$ cat src/rtl/prog_down_timer.sv
// Programmable down-counter/timer with prescaler, latched run mode
// (one-shot, auto-reload, halve) and a registered terminal-count pulse.
module prog_down_timer #(
    parameter int WIDTH      = 8,
    parameter int PRESCALE_W = 4
) (
    input  logic                  clk,
    input  logic                  nrst,
    input  logic                  en,
    input  logic                  load,
    input  logic [WIDTH-1:0]      preload,
    input  logic [1:0]            mode,
    input  logic [PRESCALE_W-1:0] prescale,
    output logic [WIDTH-1:0]      count_out,
    output logic                  zero,
    output logic                  tc_pulse,
    output logic                  busy
);

    typedef enum logic [1:0] {
        IDLE = 2'b00,
        RUN  = 2'b01,
        DONE = 2'b10
    } state_t;

    localparam logic [1:0] M_RELOAD = 2'b01;
    localparam logic [1:0] M_HALVE  = 2'b10;

    state_t                state_q, state_d;
    logic [WIDTH-1:0]      count_q, count_d;
    logic [WIDTH-1:0]      reload_q, reload_d;
    logic [1:0]            mode_q, mode_d;
    logic [PRESCALE_W-1:0] presc_reg_q, presc_reg_d;
    logic [PRESCALE_W-1:0] presc_cnt_q, presc_cnt_d;
    logic                  tc_q, tc_d;

    logic                  tick;
    logic [WIDTH-1:0]      dec;
    logic [WIDTH-1:0]      half;

    assign dec  = count_q - 1'b1;
    assign half = count_q >> 1;

    always_ff @(posedge clk or negedge nrst) begin
        if (!nrst) begin
            state_q     <= IDLE;
            count_q     <= '1;
            reload_q    <= '1;
            mode_q      <= 2'b00;
            presc_reg_q <= '0;
            presc_cnt_q <= '0;
            tc_q        <= 1'b0;
        end else begin
            state_q     <= state_d;
            count_q     <= count_d;
            reload_q    <= reload_d;
            mode_q      <= mode_d;
            presc_reg_q <= presc_reg_d;
            presc_cnt_q <= presc_cnt_d;
            tc_q        <= tc_d;
        end
    end

    always_comb begin
        state_d     = state_q;
        count_d     = count_q;
        reload_d    = reload_q;
        mode_d      = mode_q;
        presc_reg_d = presc_reg_q;
        presc_cnt_d = presc_cnt_q;
        tc_d        = 1'b0;
        tick        = 1'b0;

        if (load) begin
            count_d     = preload;
            reload_d    = preload;
            mode_d      = mode;
            presc_reg_d = prescale;
            presc_cnt_d = prescale;
            // A zero preload has nothing to count down in the terminating modes
            if (preload == '0 && mode != M_RELOAD) begin
                state_d = DONE;
            end else begin
                state_d = RUN;
            end
        end else if (state_q == RUN && en) begin
            if (presc_cnt_q == '0) begin
                tick        = 1'b1;
                presc_cnt_d = presc_reg_q;
            end else begin
                presc_cnt_d = presc_cnt_q - 1'b1;
            end

            if (tick) begin
                unique case (1'b1)
                    (mode_q == M_RELOAD): begin
                        if (count_q != '0) begin
                            count_d = dec;
                            tc_d    = (dec == '0);
                        end else if (reload_q == '0) begin
                            tc_d = 1'b1;
                        end else begin
                            count_d = reload_q;
                        end
                    end
                    (mode_q == M_HALVE): begin
                        count_d = half;
                        if (half == '0) begin
                            tc_d    = (count_q != '0);
                            state_d = DONE;
                        end
                    end
                    default: begin
                        count_d = (count_q == '0) ? count_q : dec;
                        if (count_d == '0) begin
                            tc_d    = (count_q != '0);
                            state_d = DONE;
                        end
                    end
                endcase
            end
        end
    end

    assign count_out = count_q;
    assign zero      = (count_q == '0);
    assign tc_pulse  = tc_q;
    assign busy      = (state_q == RUN);

endmodule

$ cat config.mk
export PLATFORM = sky130hd
export DESIGN_NAME = prog_down_timer
export DESIGN_NICKNAME = d
export VERILOG_FILES = /design/src/rtl/prog_down_timer.sv
export SDC_FILE = /design/constraint.sdc
export NUM_CORES = 1
export LEC_CHECK = 0
export ABC_AREA = 0
export CAP_MARGIN = 20
export CORE_MARGIN = 2
export CORE_UTILIZATION = 26
export CTS_CLUSTER_DIAMETER = 50
export DETAILED_ROUTE_END_ITERATION = 16
export PLACE_DENSITY = 0.52
export RECOVER_POWER = 50
export REMOVE_ABC_BUFFERS = 1
export SYNTH_ARGS = -nofsm -noshare
export SYNTH_HDL_FRONTEND = slang
export SYNTH_SLANG_ARGS = --single-unit
export TNS_END_PERCENT = 50
$ cat constraint.sdc
create_clock -name clk -period 4.9 [get_ports clk]
set_input_delay 0.735 -clock clk [delete_from_list [all_inputs] [get_ports clk]]
set_output_delay 0.735 -clock clk [all_outputs]
set_load 0.05 [all_outputs]
==> flow_summary_export.csv <==
group,metric,value,unit
status,run_status,"complete, but fails checks",
status,violations,"max-capacitance violations, max-slew violations",
timing,setup_tns,0,ns
timing,finalMaxSlewViolations,77,
timing,worst_slack,1.33,ns
timing,grt_setup_unrepaired,"no",
die,rows,33,
cells_and_area,nets,294,
yosys,synth_edf_count,0,
cts,cts_setup_buffers,0,
worst_setup_path,rrSetupSlack,1.69,ns
worst_setup_path,required,4.16,ns
grt,first_global_vias,1884,
yosys,synthSimpleGateAreaFrac,25.1,%
yosys,synth_seq_cells,29,
yosys,yosys.area_share.adder,3.51,%
cts,htree_levels,2,
grt,antenna_found_initial,0,
yosys,avgSynthCellArea,8.46,sq um
yosys,yosysTopAreaCell,"dfstp_2",
yosys,ys.warnings.count,0,
cells_and_area,n_fill_cell,883,
power,leakagePower,0.932,nW
place,port_buffers,28,
cells_and_area,seq_area,746,sq um
timing,post-route-period-util,72.9,%
die,die_area,8980,sq um
cells_and_area,antenna_cells,0,
place,place_congestion,0.845,
detailed_routing,wire_per_inst,15.1,microns
worst_setup_path,r2r-end,"count_out[4]$_DFFE_PN1P_",
cells_and_area,drive_gt1_share,14.8,%
detailed_routing,first_pass_iters,4,
worst_setup_path,crit_fanout,13,
cells_and_area,fin_util,31.4,%
detailed_routing,ant_nets,0,
timing,setup_viol_count_final,0,
yosys,synth.top_cell.area_share,19.6,%
die,start_util,26.5,%
die,die_w,94.7,microns
grt,grt_overflow,0,
yosys,netlist_top_cells_area,"dfstp_2 (20%), dfrtp_1 (15%), o21ai_0 (5.4%)",
place,post-place-ws,1.67,ns
cts,cts_tree,"built",
cts,insertion_delay,0.28,ns
worst_hold_path,min_from,"reload_q[2]$_DFFE_PN1P_",
detailed_routing,drt_iter0_markers,177,
die,ios,29,
detailed_routing,dr_total_vias,1960,
worst_hold_path,hold_end,"reload_q[2]$_DFFE_PN1P_",
grt,grt_pass1_wl,9.40,mm
detailed_routing,drc_errors,0,
cts,ctsHoldBuffers,0,
place,hpwl,4.21,mm
cts,numCtsBuffers,5,
power,peakVddDrop,108,uV
worst_setup_path,reg2reg_depth,8,
yosys,synthArstFlopShare,100,%
cts,clkSinkCount,29,
yosys,synthXorXnorAreaFrac,1.23,%
cts,path_clk_slew,0.06,ns
worst_setup_path,cp.arrival,2.84,ns
timing,fmax,0.280,GHz
worst_setup_path,critPathLaunchType,"flop",
worst_hold_path,hold_path_depth,2,
power,cellPowerDensity,291,nW/um^2
cts,clockBufferDepth,2,
grt,grt_max_degree,47,
yosys,ys_seq_area_share,34.8,%
worst_setup_path,worstReg2RegStart,"count_out[0]$_DFFE_PN1P_",
cts,cts-root-buf,"clkbuf_8",
worst_setup_path,path_class,"flop to output port",
yosys,synth_ff_type,"dfstp_2",
yosys,synth_mux_area_share,2.05,%
yosys,syn_area,2140,sq um
cts,cts_resized,0,
flow_run,drv_cap,2,
place,dpl_cell_area,2460,sq um
cells_and_area,final_area,2540,sq um
yosys,ys_types,63,
cells_and_area,multiInputGateArea,1210,sq um
worst_hold_path,hp-class,"flop to flop",
detailed_routing,wl,5.65,mm
worst_setup_path,end_kind,"output port",
timing,worst_slew_pin_slew,1.76,ns
yosys,synth-compound-area-share,24.7,%
yosys,synth_top_family_by_area,"simple AND/OR/NAND/NOR gates",
die,core,8090,sq um
die,die_h,94.7,microns
detailed_routing,vias_per_cell,5.23,
grt,grt.total_usage,13.5,%
yosys,synth_common_cells,"nand2_1 (23), o21ai_0 (23), inv_1 (19)",
timing,final_hold_viol_count,0,
timing,clock_skew,0.00497,ns
cells_and_area,syn_to_final_growth,18.8,%
timing,slew_headroom,-17.3,%
yosys,synthCells,253,
timing,post-route-min-period,3.57,ns
==> cell usage in the layout, fill, tap and decap left out, types with 5 or more instances in the layout <==
cell type / instances
clkdlybuf4s50_1: 26
nand2_1: 23
o21ai_0: 23
inv_1: 19
a21oi_1: 17
dfstp_2: 16
nor2_1: 14
dfrtp_1: 13
nor3_1: 10
o31ai_1: 7
a31oi_1: 6
ha_1: 6
clkbuf_8: 6
nor2b_1: 5
or4_1: 5
nand3_1: 5
==> report_power, final <==
part	leakage, nW	switching, mW	internal [mW]
logic	0.564	0.133	0.0898
clock network	0.0433	0.0941	0.111
registers	0.325	0.0389	0.274
==> worst max path at each step <==
stage                                   startpoint                  endpoint  slack [ns]
after CTS                 count_out[0]$_DFFE_PN1P_                      zero        1.35
after floorplan           count_out[0]$_DFFE_PN1P_  count_out[2]$_DFFE_PN1P_        1.79
after detailed placement  count_out[0]$_DFFE_PN1P_                      zero        1.67
final                     count_out[0]$_DFFE_PN1P_                      zero        1.33
after global placement    count_out[0]$_DFFE_PN1P_                      zero        1.73
after global routing      count_out[0]$_DFFE_PN1P_                      zero        1.17
==> stage by stage <==
| step | total power [mW] | hold WS [ns] | std cells |
|---|---|---|---|
| after detailed placement | 0.539 | 0.482 | 368 |
| after CTS | 0.746 | 0.494 | 375 |
| after floorplan | 0.455 | 0.439 | 233 |
| after global placement | 0.541 | 0.475 | 368 |
| after global routing | 0.785 | 0.513 | 375 |
| final | 0.740 | 0.490 | 375 |
==> state kept, by name (all words and copies together) (netlist names) <==
register     count
count_out        8
state_q          2
reload_q         8
mode_q           2
tc_pulse         1
presc_cnt_q      4
presc_reg_q      4
==> worst max-delay path: stages, from the launching register on <==
cell,delay (ns)
dfstp_2,0.69
inv_1,0.12
ha_1,0.32
nor3b_4,0.21
nand2_1,0.18
clkinv_1,0.26
clkdlybuf4s50_1,0.78
==> area by class of cell <==
| class | count | area share [%] |
|---|---|---|
| clock buffer | 6 | 3.25 |
| clock inverter | 1 | 0.295 |
| inverter | 20 | 2.95 |
| multi-input combinational | 184 | 47.7 |
| sequential | 29 | 29.3 |
| tap | 105 | 5.17 |
| timing repair buffer | 30 | 11.3 |
==> metal layers <==
metal  global-route usage (%)  share of wire, %  vias up
met5                        0                 0        -
met4                     5.43               2.1        0
met3                     2.39               3.5       11
met2                     21.6                48       56
met1                     17.9                47      935
li1                         -                 -      958
==> kinds of logic after synthesis <==
logic type,count (synthesis)
AND/OR/NAND/NOR,92
AO/OA/AOI/OAI,79
buffers and inverters,40
flip-flops,29
adder cells (fa/ha/maj),6
multiplexers,4
XOR/XNOR,3
Power figures use the tool's default switching activity.
==> RTL change 1, RTL diff (same settings) <==
Change the parameter `WIDTH` from 8 to 12.
--- a/src/rtl/prog_down_timer.sv
+++ b/src/rtl/prog_down_timer.sv
@@ -1,7 +1,7 @@
 // Programmable down-counter/timer with prescaler, latched run mode
 // (one-shot, auto-reload, halve) and a registered terminal-count pulse.
 module prog_down_timer #(
-    parameter int WIDTH      = 8,
+    parameter int WIDTH      = 12,
     parameter int PRESCALE_W = 4
 ) (
     input  logic                  clk,
Ports: changed (resized count_out and preload); port bits go from 29 to 37. No check against the original RTL was run, so the function may have changed too.
==> RTL change 1 against the unedited design <==
Routed wire length increased by 26%; cell count increased by 19%; worst setup slack got worse by 0.17 ns; core utilization increased by 0.33 points; power increased by 32%; sequential power increased by 37%; register-to-register slack improved by 0.51 ns; highest routed layer unchanged; cell area increased by 20%; critical endpoint is now count_out[11]; synthesized area increased by 18%; the run still ends with max-capacitance violations, max-slew violations left; synthesized cell count increased by 13%; largest cell class unchanged; sequential cell count increased by 8.
==> RTL change 1: results (changes against the unedited design) <==
INFO  metric final-seq-area = 956 sq um (+28%)
INFO  metric final_core_utilization = 0.317 (+0.00326)
INFO  metric number_of_global_route_vias_before_repair = 2155 (+14%)
INFO  metric total_power = 976 uW (+32%)
INFO  metric max-vdd-ir-drop = 0.104 mV (-3.7%)
INFO  metric timing.final.max_slew_violations = 92 (+19%)
INFO  metric clockBufferCount = 8 (+2)
INFO  metric avgViaCountPerCell = 4.92 (-5.9%)
INFO  metric drt_wl_total = 7.09 mm (+26%)
INFO  metric multi_input_area_share = 0.461 (-0.0155)
INFO  metric syn2layout_area_growth = 20.4%
INFO  metric synth_top_cells_by_area = sky130_fd_sc_hd__dfstp_2, sky130_fd_sc_hd__dfrtp_1, sky130_fd_sc_hd__a21oi_1
INFO  metric critical_path.slowest_cell = sky130_fd_sc_hd__clkbuf_1
INFO  metric final_nets = 341 (+16%)
INFO  metric final.fill_count = 1029 (+17%)
INFO  metric placedInstanceArea = 2960 sq um (+20%)
INFO  metric timing.critical_path.fanout_max = 53 (+40)
INFO  metric n_all_inverters = 18 (-10%)
INFO  metric finalClockSkew = 0.00139 ns (-0.00358 ns)
INFO  metric failing_checks = max-capacitance violations, max-slew violations
INFO  metric worst_slew_margin_relative_to_its_limit = -0.461 (-0.289)
INFO  metric yosys-top-cells-count = sky130_fd_sc_hd__nand2_1, sky130_fd_sc_hd__a21oi_1, sky130_fd_sc_hd__dfstp_2, sky130_fd_sc_hd__nor2_1, sky130_fd_sc_hd__o21ai_0
INFO  metric run_status = finished, violations left
INFO  metric drive_gt1_frac = 0.191 (+0.0429)
INFO  metric seq-power = 428 uW (+37%)
INFO  metric intPower = 607 uW (+28%)
INFO  metric netlist-cell-type-count = 54 (-14%)
INFO  metric leakagePower = 1.11 nW (+19%)
INFO  metric max_cap_viol_count = 2 (unchanged)
INFO  metric layout.comb_gates.multi_input = 213 (+16%)
INFO  metric post-dp-hpwl = 5.10 mm (+21%)
INFO  metric synth-seq-cells = 37 (+28%)
INFO  metric first_pass_grt_wire_length = 11.4 mm (+21%)
INFO  metric critical_path_arrival = 3.97 ns (+1.13 ns)
INFO  metric nonClkBufAreaFrac = 0.118 (+0.00514)
INFO  metric relative_area_of_clock_buffers_and_inverters_in_the_final_design = 0.0296 (-0.00585)
INFO  metric critPathMaxStageDelay = 1.55 ns (+0.77 ns)
INFO  metric grt_max_degree = 54 (+15%)
INFO  metric grt.total_usage = 0.141 (+0.00566)
INFO  metric drt-initial-drc-count = 87 (-51%)
INFO  metric power_density = 320 nW/um^2 (+10%)
## RTL change 1: cell count changes after synthesis, sizes merged, moves of 5 or more
| cell | change |
|---|---|
| o22ai | +5 |
| o31ai | -8 |
| nor2 | +10 |
| nand2 | +7 |
| a21oi | +9 |
| a21boi | +7 |
| nor4 | +6 |
| mux2 | +8 |
| a22oi | +8 |
| buf | -5 |
| dfstp | +8 |
## RTL change 1: final timing paths
path | startpoint | to | slack [ns] | cells past startpoint
hold reg to reg | reload_q[9] | reload_q[9] | 0.49 | 2
setup reg to reg | count_out[1] | tc_pulse | 2.20 | 9
setup / recovery | load | count_out[11] | 1.16 | 7
max in group asynchronous | nrst | mode_q[1] | 2.73 | 1
hold / removal | reload_q[9] | reload_q[9] | 0.49 | 2
min in group asynchronous | nrst | presc_reg_q[1] | 1.02 | 1
## RTL change 1: cell families (layout without fill, tap and decap cells)
kind of cell    Yosys count  count (layout)  share of synthesized area
compound gates           92              92                      0.233
xor+xnor                  4               4                     0.0138
fa+ha+maj                 6               6                     0.0297
buf+inv                  37              64                     0.0668
flops                    37              37                      0.378
mux                      14              14                     0.0608
simple gates             97              97                      0.218
## RTL change 1: per-layer routing
metal / GRT usage / routed length, um / vias to the layer above
met3: 0.0312 / 291 / 10
met2: 0.231 / 3300 / 37
met5: 0 / 0 / -
li1: - / - / 1091
met1: 0.187 / 3400 / 1061
met4: 0.0359 / 98 / 0
## RTL change 1: metrics by stage
step | setup WS [ns] | cells | hold slack [ns]
after floorplan | 2.13 | 268 | 0.439
after global placement | 1.63 | 439 | 0.477
after detailed placement | 1.57 | 439 | 0.482
after CTS | 1.21 | 447 | 0.496
after global routing | 0.760 | 447 | 0.519
final | 1.16 | 447 | 0.492
==> RTL change 2, RTL diff (config.mk and constraints unchanged) <==
Without the edit above. Reset style: synchronous (`nrst`), changed in one clocked block.
--- a/src/rtl/prog_down_timer.sv
+++ b/src/rtl/prog_down_timer.sv
@@ -41,7 +41,7 @@
     assign dec  = count_q - 1'b1;
     assign half = count_q >> 1;
 
-    always_ff @(posedge clk or negedge nrst) begin
+    always_ff @(posedge clk) begin
         if (!nrst) begin
             state_q     <= IDLE;
             count_q     <= '1;
Formal check against the unedited RTL: differs if nrst is asserted again (counterexample within 4 cycles, from zero or initial values and one cycle with nrst low); with nrst held inactive, the same outputs for 10 cycles.
==> RTL change 2 against the unedited design <==
The flow still finishes with violations (max-capacitance violations, max-slew violations); critical path depth rose by 1; cell area fell by 9.6%; clock skew rose by 0.0036 ns; power fell by 15%; count of clock-buffer cells in the layout did not move; fmax fell by 6.0%; worst setup slack got worse by 0.23 ns; routed wire length fell by 2.4%; synthesized area fell by 12%; sequential power fell by 12%; sequential cell count did not move; core utilization rose by 1.9 points.
==> RTL change 2: results (changes against the unedited design) <==
INFO  metric run_status = finished, violations left
INFO  metric failing_checks = max-capacitance violations, max-slew violations
INFO  metric r2r_setup_slack = 2.38 ns (+0.69 ns)
INFO  metric finalCritPeriodShare = 0.776 (+0.0462)
INFO  metric synth-compound-area-share = 0.233 (-0.0147)
INFO  metric post_place_setup_slack = 1.52 ns (-0.141 ns)
INFO  metric ys_seq_area_frac = 0.309 (-0.0392)
INFO  metric critical_path.slowest_cell = sky130_fd_sc_hd__clkbuf_1
INFO  metric synth_area_per_cell = 7.73 sq um (-8.7%)
INFO  metric drive_gt1_frac = 0.0534 (-0.0947)
INFO  metric worst_slew_margin_relative_to_its_limit = -0.0485 (+0.124)
INFO  metric critPathMaxStageDelay = 1.13 ns (+0.35 ns)
INFO  metric globalplace.congestion = 0.900 (+6.5%)
INFO  metric avgViaCountPerCell = 5.15 (-1.4%)
INFO  metric max_cap_viol_count = 1 (-1)
INFO  metric synth.area.mux_share = 0.0600 (+0.0395)
INFO  metric detail_route.wl_per_cell = 15.4 um (+2.2%)
INFO  metric grt.total_usage = 0.146 (+0.0107)
INFO  metric netlist-cell-type-count = 52 (-17%)
INFO  metric timing.final.max_slew_violations = 33 (-57%)
INFO  metric drt-initial-drc-count = 124 (-30%)
INFO  metric max-vdd-ir-drop = 0.127 mV (+18%)
INFO  metric first_pass_grt_wire_length = 8.82 mm (-6.2%)
INFO  metric synth_area_in_adders = 0.0400 (+0.00491)
INFO  metric use_met3 = 0.0268 (+0.00283)
INFO  metric timing.critical_path.fanout_max = 32 (+19)
RTL change 2: cell types whose count changed in the layout (fill, tap and decap cells not counted), sizes merged, moves of 6 or more:
cell	before	now
inv	19	10
dfrtp	13	0
o21ai	23	11
dfxtp	0	29
mux2i	1	9
nor2	14	22
dfstp	16	0
o31ai	9	3
RTL change 2: cell families (layout without fill, tap and decap cells):
| kind of cell | Yosys count | after routing |
|---|---|---|
| AO/OA/AOI/OAI | 66 | 66 |
| XOR/XNOR | 5 | 5 |
| adder cells (fa/ha/maj) | 6 | 6 |
| buffers and inverters | 28 | 47 |
| flip-flops | 29 | 29 |
| multiplexers | 11 | 11 |
| AND/OR/NAND/NOR | 98 | 98 |
RTL change 2: where the power goes:
group | total, mW | leakage (nW) | switching [mW] | internal [mW]
Combinational | 0.142 | 0.561 | 0.0822 | 0.0599
Clock | 0.210 | 0.0433 | 0.0989 | 0.111
Sequential | 0.275 | 0.240 | 0.0229 | 0.252
Total | 0.627 | 0.845 | 0.204 | 0.423
RTL change 2: area by class of cell:
class / instances / area, sq um
Clock buffer: 6 / 82.6
Sequential cell: 29 / 581
Fill cell: 767 / 4610
Clock inverter: 1 / 7.51
Multi-Input combinational cell: 186 / 1180
Tap cell: 96 / 120
Inverter: 11 / 41.3
Timing Repair Buffer: 29 / 284
RTL change 2: per-layer routing:
metal	part of all wire	routed length, um	up-vias
met5	0	0	-
met4	0.017	91	0
met3	0.057	314	10
met2	0.43	2350	64
met1	0.50	2750	848
li1	-	-	923
RTL change 2: path summary, 6_finish.rpt:
path                                     start             end  cells after the start
worst min-delay path            presc_reg_q[2]  presc_reg_q[2]                      2
worst min register to register  presc_reg_q[2]  presc_reg_q[2]                      2
worst max-delay path                      load    count_out[5]                      7
worst max register to register    count_out[0]      state_q[1]                      7
